$ cat config.mk
export PLATFORM = sky130hd
export DESIGN_NAME = fifo_stream_reader_flat
export DESIGN_NICKNAME = d
export VERILOG_FILES = /design/src/rtl/fifo_stream_reader_if.sv /design/src/rtl/fifo_stream_reader.sv /design/src/flat_wrapper.sv
export SDC_FILE = /design/constraint.sdc
export NUM_CORES = 1
export LEC_CHECK = 0
export CAP_MARGIN = 20
export CELL_PAD_IN_SITES_DETAIL_PLACEMENT = 0
export CELL_PAD_IN_SITES_GLOBAL_PLACEMENT = 2
export CORE_AREA = 3 3 200 202
export CTS_CLUSTER_SIZE = 8
export DETAILED_ROUTE_END_ITERATION = 10
export DIE_AREA = 0 0 203 205
export PLACE_DENSITY_LB_ADDON = 0.15
export SYNTH_ARGS = -nofsm -noshare
export SYNTH_HDL_FRONTEND = slang
export SYNTH_SLANG_ARGS = --single-unit
$ cat constraint.sdc
create_clock -name clk -period 5.6 [get_ports clk]
set_input_delay 1.68 -clock clk [delete_from_list [all_inputs] [get_ports clk]]
set_output_delay 1.68 -clock clk [all_outputs]
set_load 0.02 [all_outputs]
$ cat src/rtl/fifo_stream_reader_if.sv
// FIFO access bundle shared by FIFO producers and consumers.
interface fifo_if #(
   parameter int unsigned DATA_WIDTH = 32
);
   logic                  ren;
   logic                  wen;
   logic [DATA_WIDTH-1:0] wdata;
   logic                  empty;
   logic                  full;
   logic [DATA_WIDTH-1:0] rdata;

   modport master (output ren, wen, wdata, input empty, full, rdata);
   modport slave  (input ren, wen, wdata, output empty, full, rdata);
endinterface

$ cat src/rtl/fifo_stream_reader.sv
// Pops a programmed burst from a fixed-latency FIFO and streams it out over valid/ready.
// Optional starvation timeout: define FIFO_RD_TIMEOUT_EN.
module fifo_stream_reader #(
   parameter int unsigned DATA_WIDTH  = 32,
   parameter int unsigned RD_LAT      = 2,
   parameter int unsigned LEN_W       = 16,
   parameter int unsigned TIMEOUT_CYC = 1024
) (
   input  logic                  clk,
   input  logic                  rst,
   fifo_if.master                ifp_ff,
   input  logic                  start,
   input  logic [LEN_W-1:0]      burst_len,
   output logic                  busy,
   output logic                  done,
   output logic                  m_valid,
   input  logic                  m_ready,
   output logic [DATA_WIDTH-1:0] m_data,
   output logic                  m_last,
   output logic                  err
);

   localparam int unsigned DEPTH = RD_LAT + 1;
   localparam int unsigned PTR_W = $clog2(DEPTH);
   localparam int unsigned CNT_W = $clog2(DEPTH + 1);
   localparam int unsigned OCC_W = CNT_W + 1;

   typedef enum logic [1:0] {IDLE, RUN, FLUSH, DONE} state_t;

   state_t                state, state_nxt;
   logic [LEN_W-1:0]      len, issued, delivered;
   logic [RD_LAT-1:0]     pop_sr;
   logic [CNT_W-1:0]      inflight, skid_cnt;
   logic [DATA_WIDTH-1:0] skid_mem [DEPTH];
   logic [PTR_W-1:0]      wr_ptr, rd_ptr;
   logic [OCC_W-1:0]      occ_c;
   logic                  start_take_c, xfer_c, cap_c, credit_c, pop_c;
   logic                  starve_hit_c, drain_last_c;

   function automatic logic [PTR_W-1:0] ptr_inc(input logic [PTR_W-1:0] p);
      return (p == PTR_W'(DEPTH - 1)) ? '0 : p + PTR_W'(1);
   endfunction

   // A word leaving the skid this cycle frees its slot, so one-per-cycle streaming is kept.
   assign start_take_c = (state == IDLE) && start;
   assign m_valid      = (skid_cnt != '0);
   assign xfer_c       = m_valid && m_ready;
   assign cap_c        = pop_sr[RD_LAT-1];
   assign occ_c        = OCC_W'(inflight) + OCC_W'(skid_cnt) - OCC_W'(xfer_c);
   assign credit_c     = (state == RUN) && (issued < len) && (occ_c < OCC_W'(DEPTH));
   assign pop_c        = credit_c && !ifp_ff.empty;

   assign ifp_ff.ren   = pop_c;
   assign ifp_ff.wen   = 1'b0;
   assign ifp_ff.wdata = '0;

   assign busy   = (state != IDLE);
   assign done   = (state == DONE);
   assign m_data = skid_mem[rd_ptr];
   assign m_last = m_valid && (((delivered + LEN_W'(1)) == len) || drain_last_c);

   always_ff @(posedge clk) begin
      if (!rst) state <= IDLE;
      else      state <= state_nxt;
   end

   always_comb begin
      state_nxt = state;
      case (state)
         IDLE:    if (start) state_nxt = (burst_len == '0) ? DONE : RUN;
         RUN:     if ((pop_c && ((issued + LEN_W'(1)) == len)) || starve_hit_c) state_nxt = FLUSH;
         FLUSH:   if ((inflight == '0) && (skid_cnt == '0)) state_nxt = DONE;
         DONE:    state_nxt = IDLE;
         default: state_nxt = IDLE;
      endcase
   end

   // Burst counters, pop-flag pipeline and skid buffer.
   always_ff @(posedge clk) begin
      if (!rst) begin
         len       <= '0;
         issued    <= '0;
         delivered <= '0;
         pop_sr    <= '0;
         inflight  <= '0;
         skid_cnt  <= '0;
         wr_ptr    <= '0;
         rd_ptr    <= '0;
         for (int i = 0; i < int'(DEPTH); i++) skid_mem[i] <= '0;
      end else begin
         if (start_take_c) begin
            len       <= burst_len;
            issued    <= '0;
            delivered <= '0;
         end else begin
            if (pop_c)  issued    <= issued + LEN_W'(1);
            if (xfer_c) delivered <= delivered + LEN_W'(1);
         end
         pop_sr[0] <= pop_c;
         for (int i = 1; i < int'(RD_LAT); i++) pop_sr[i] <= pop_sr[i-1];
         inflight <= inflight + CNT_W'(pop_c) - CNT_W'(cap_c);
         skid_cnt <= skid_cnt + CNT_W'(cap_c) - CNT_W'(xfer_c);
         if (cap_c) begin
            skid_mem[wr_ptr] <= ifp_ff.rdata;
            wr_ptr           <= ptr_inc(wr_ptr);
         end
         if (xfer_c) rd_ptr <= ptr_inc(rd_ptr);
      end
   end

`ifdef FIFO_RD_TIMEOUT_EN
   localparam int unsigned STARVE_W = $clog2(TIMEOUT_CYC + 1);

   logic [STARVE_W-1:0] starve_cnt;
   logic                err_q;
   logic                blocked_c;

   // Starvation means every credit condition holds except FIFO occupancy.
   assign blocked_c    = credit_c && ifp_ff.empty;
   assign starve_hit_c = blocked_c && (starve_cnt == STARVE_W'(TIMEOUT_CYC - 1));
   assign drain_last_c = err_q && (state == FLUSH) && (inflight == '0) && (skid_cnt == CNT_W'(1));
   assign err          = err_q;

   always_ff @(posedge clk) begin
      if (!rst) begin
         starve_cnt <= '0;
         err_q      <= 1'b0;
      end else if (start_take_c) begin
         starve_cnt <= '0;
         err_q      <= 1'b0;
      end else if (pop_c || (state != RUN)) begin
         starve_cnt <= '0;
      end else if (starve_hit_c) begin
         starve_cnt <= '0;
         err_q      <= 1'b1;
      end else if (blocked_c) begin
         starve_cnt <= starve_cnt + STARVE_W'(1);
      end
   end
`else
   assign starve_hit_c = 1'b0;
   assign drain_last_c = 1'b0;
   assign err          = 1'b0;
`endif

endmodule

$ cat src/flat_wrapper.sv
// flat-port wrapper written by rule: the top's interface ports become plain ports
module fifo_stream_reader_flat 
#(
   parameter int unsigned DATA_WIDTH  = 32,
   parameter int unsigned RD_LAT      = 2,
   parameter int unsigned LEN_W       = 16,
   parameter int unsigned TIMEOUT_CYC = 1024
)
  (clk, rst, start, burst_len, busy, done, m_valid, m_ready, m_data, m_last, err, ifp_ff_ren, ifp_ff_wen, ifp_ff_wdata, ifp_ff_empty, ifp_ff_full, ifp_ff_rdata);
  fifo_if #(.DATA_WIDTH(DATA_WIDTH)) ifp_ff_i ();
  input  logic clk;
  input  logic rst;
  input  logic start;
  input  logic [LEN_W-1:0] burst_len;
  output logic busy;
  output logic done;
  output logic m_valid;
  input  logic m_ready;
  output logic [DATA_WIDTH-1:0] m_data;
  output logic m_last;
  output logic err;
  output wire logic [$bits(ifp_ff_i.ren)-1:0] ifp_ff_ren;
  output wire logic [$bits(ifp_ff_i.wen)-1:0] ifp_ff_wen;
  output wire logic [$bits(ifp_ff_i.wdata)-1:0] ifp_ff_wdata;
  input wire logic [$bits(ifp_ff_i.empty)-1:0] ifp_ff_empty;
  input wire logic [$bits(ifp_ff_i.full)-1:0] ifp_ff_full;
  input wire logic [$bits(ifp_ff_i.rdata)-1:0] ifp_ff_rdata;
  assign ifp_ff_ren = ifp_ff_i.ren;
  assign ifp_ff_wen = ifp_ff_i.wen;
  assign ifp_ff_wdata = ifp_ff_i.wdata;
  assign ifp_ff_i.empty = ifp_ff_empty;
  assign ifp_ff_i.full = ifp_ff_full;
  assign ifp_ff_i.rdata = ifp_ff_rdata;
  fifo_stream_reader #(.DATA_WIDTH(DATA_WIDTH), .RD_LAT(RD_LAT), .LEN_W(LEN_W), .TIMEOUT_CYC(TIMEOUT_CYC)) u_core (.clk(clk), .rst(rst), .ifp_ff(ifp_ff_i), .start(start), .burst_len(burst_len), .busy(busy), .done(done), .m_valid(m_valid), .m_ready(m_ready), .m_data(m_data), .m_last(m_last), .err(err));
endmodule
==> results.toml <==
[outcome]
outcome = "finished, final reports clean"

[yosys]
yosys.area_share.simple_pct = 17.8
synth-async-reset-ratio_pct = 0
synth_edf_count = 128
post_synth_fa_ha_maj_area_fraction_pct = 3.86
yosys_warnings = 0
yosysTopAreaCellShare_pct = 40.0
synth_top_family_by_area = "simple AND/OR/NAND/NOR gates"
xor_xnor_cell_area_share_of_the_yosys_netlist_pct = 6.48
ys_top_cells_by_area = "sky130_fd_sc_hd__edfxtp_1, sky130_fd_sc_hd__dfxtp_1, sky130_fd_sc_hd__mux4_2"
avgSynthCellArea_um2 = 11.6
synth_compound_gate_area_share_pct = 5.32
ys_ff_latch = 190
ys_top_cells_by_count = "sky130_fd_sc_hd__edfxtp_1, sky130_fd_sc_hd__and2_1, sky130_fd_sc_hd__dfxtp_1, sky130_fd_sc_hd__nand2_1, sky130_fd_sc_hd__nor2_1"
synth_cells = 825
synth_flop_cell = "sky130_fd_sc_hd__edfxtp_1"
synth_area_leader_cell = "sky130_fd_sc_hd__edfxtp_1"
summed_instance_area_of_the_synthesized_netlist_um2 = 9600
synthDistinctLibCells = 55
synth-seq-area-share_pct = 53.0
synth.area.mux_share_pct = 7.92
synthMostInstantiatedCell = "sky130_fd_sc_hd__edfxtp_1"

[placed_design]
place.gp.congestion = 0.695
placement.io_buffers = 89
dpl-instance-area_um2 = 11000
dp_hpwl_um = 17200

[floorplan]
die_x_um = 203
io-pin-count = 125
die_height_um = 205
cell_rows = 72
effective_utilization_at_floorplan_pct = 25.0
full_die_area_um2 = 41600
floorplan.core_area_um2 = 38500

[global_route]
overflow = 0
antenna_found_initial = 0
grt_pass1_wl_um = 38900
number_of_global_route_vias_before_repair = 6251
track_usage_pct = 12.5
grt_start_max_net_pins = 36

[final_layout]
area.growth.synth_to_final_pct = 20.9
non_filler_cell_area_final_um2 = 11600
seq_area_um2 = 5090
final_core_utilization_pct = 30.2
nNetsFinal = 988
antenna_cells = 0
multi_input_comb_area_um2 = 4170
num-fill-cells = 4013
drive_gt1_share_pct = 11.1

[timing]
setup_violations = 0
worst_clock_skew_ps = 9.41
fin_crit_sh_pct = 93.0
clock.fmax_mhz = 192
timing.hold.ws_ps = 438
worstMarginPinSlew_ps = 1020
finalCriticalPeriod_ps = 5210
slew_viol_final = 0
tns_ps = 0
worst_slew_margin_rel_pct = 32.2
setup_repair_after_global_routing_missed_its_margin = "false"
number_of_endpoints_with_negative_hold_slack_in_the_final_report = 0

[detailed_routing]
ant_nets = 0
detail_route.vias_per_cell = 4.19
routed_via_count = 6011
detail_route.first_pass.iterations = 4
detail_route.drc_violations = 0
totalWireLength_um = 25500
first_iter_violations = 290
detail_route.wl_per_cell_um = 17.7

[run]
max_cap_violations = 0

[power]
switching_fraction_pct = 30.6
p_sw_mw = 1.18
pwr_density_cell_nw_per_um2 = 333
vdd.ir_drop.worst_uv = 218
static-leakage-power_nw = 4.10
power.share.clock_pct = 31.6
pwr-share-seq_pct = 43.3
power.share.combinational_pct = 25.1
p_int_mw = 2.68
design_power_total_mw = 3.87

[clock_network]
cts.path.max_buffers = 2
numClockSinks = 190
tritoncts = "yes"
clk_transition_reported_paths_ps = 70
cts_setup_buffers = 0
cts_htree_levels = 4
ctsRootBufferMaster = "sky130_fd_sc_hd__clkbuf_16"
worstSkewPairLatency_ps = 440
cts-buffers-inserted = 17

[critical_path]
worstSetupPathType = "input pin to primary output"
worst_setup_path_end_kind = "primary output"
critPathRequiredTime_ps = 3920
worst_ep_arrival_time_ps = 3530
timing.critical_path.fanout_max = 2
timing.critical_path.from_type = "input pin"

[hold_path]
min-delay-path-class = "flip-flop to flip-flop"
## stage by stage
step	setup WS, ps	cells
2_1_floorplan	187	858
3_3_place_gp	-513	1404
3_5_place_dp	-510	1404
4_1_cts	10.2	1434
5_1_grt	71.8	1434
6_report	394	1434
## cell families (layout without fill, tap and decap cells)
group / count (synthesis) / count (layout)
buffers and inverters: 108 / 166
flip-flops: 190 / 190
other: 1 / 34
multiplexers: 36 / 36
AND/OR/NAND/NOR: 312 / 312
adder cells (fa/ha/maj): 29 / 29
XOR/XNOR: 71 / 71
AO/OA/AOI/OAI: 78 / 78
## registers in the layout (all words and copies together), names as in the netlist, named ones only
register and cells:
u_core.skid_cnt 2, u_core.len 16, u_core.state 2, u_core.rd_ptr 2, u_core.issued 16, u_core.wr_ptr 2, u_core.pop_sr 2, u_core.delivered 16
u_core.skid_mem 128, u_core.inflight 2
## critical path, stage by stage
cell and delay (ps):
sky130_fd_sc_hd__dlymetal6s2s_1 130, sky130_fd_sc_hd__nand2_2 120, sky130_fd_sc_hd__xnor2_2 120, sky130_fd_sc_hd__ha_2 180
sky130_fd_sc_hd__inv_1 60, sky130_fd_sc_hd__fa_2 580, sky130_fd_sc_hd__o2111ai_2 190, sky130_fd_sc_hd__a21oi_2 200
sky130_fd_sc_hd__nand2_2 80, sky130_fd_sc_hd__inv_2 60, sky130_fd_sc_hd__buf_4 130
## path summary, 6_finish.rpt
path | cells after the start | start | end | slack (ps)
setup reg to reg | 16 | u_core.skid_cnt[1] | u_core.inflight[1] | 2200
hold reg to reg | 1 | u_core.pop_sr[0] | u_core.pop_sr[1] | 440
hold / removal | 1 | u_core.pop_sr[0] | u_core.pop_sr[1] | 440
setup / recovery | 11 | m_ready | ifp_ff_ren | 390
## metal layers
metal	global-route usage [%]	wire length (um)
met3	2.70	730
met1	16.3	12000
met4	3.04	199
met5	0	0
met2	21.2	12500
## power by group through the flow
stage | sequential, mW | clock, mW | combinational [mW]
after floorplan | 1.64 | 0 | 0.628
after global placement | 1.71 | 0 | 0.963
after detailed placement | 1.71 | 0 | 0.961
after CTS | 1.68 | 1.27 | 0.971
after global routing | 1.69 | 1.33 | 1.06
final | 1.67 | 1.22 | 0.972
## cell usage in the layout, fill, tap and decap left out, types with 4 or more instances in the layout
master | Yosys | final
sky130_fd_sc_hd__ha_1 | 28 | 27
sky130_fd_sc_hd__o21ai_0 | 17 | 16
sky130_fd_sc_hd__buf_4 | 34 | 16
sky130_fd_sc_hd__and3_1 | 11 | 11
sky130_fd_sc_hd__dfxtp_1 | 62 | 61
sky130_fd_sc_hd__clkbuf_16 | 0 | 17
sky130_fd_sc_hd__a21boi_0 | 19 | 19
sky130_fd_sc_hd__clkdlybuf4s50_1 | 0 | 87
sky130_fd_sc_hd__nor2_1 | 45 | 43
sky130_fd_sc_hd__mux2i_1 | 4 | 4
sky130_fd_sc_hd__a21oi_1 | 20 | 19
sky130_fd_sc_hd__nor2b_1 | 6 | 6
sky130_fd_sc_hd__nand2_1 | 58 | 57
sky130_fd_sc_hd__and4_1 | 4 | 4
sky130_fd_sc_hd__nor3_1 | 16 | 14
sky130_fd_sc_hd__xnor2_1 | 36 | 35
sky130_fd_sc_hd__a211oi_1 | 5 | 5
sky130_fd_sc_hd__xor2_1 | 35 | 34
sky130_fd_sc_hd__conb_1 | 1 | 34
sky130_fd_sc_hd__nor4_1 | 6 | 6
sky130_fd_sc_hd__nand3_1 | 24 | 24
sky130_fd_sc_hd__edfxtp_1 | 128 | 128
sky130_fd_sc_hd__and2_1 | 105 | 105
sky130_fd_sc_hd__inv_1 | 31 | 30
sky130_fd_sc_hd__nand4_1 | 14 | 14
sky130_fd_sc_hd__mux4_2 | 32 | 32
## area by class of cell
cell class,count,share of cell area (%)
repair buffers,105,8.82
inverters,31,1.00
multi-input cells,560,35.9
flip-flops and latches,190,43.8
clock inverters,11,1.14
well taps,518,5.58
clock buffers,19,3.73
## what timing repair did
action / in CTS / in global routing
resized for setup: 6 / 8
pin swaps: 1 / 3
endpoints found under the setup margin: 1 / 1
hold buffers: 0 / 0
Power figures use the tool's default switching activity.
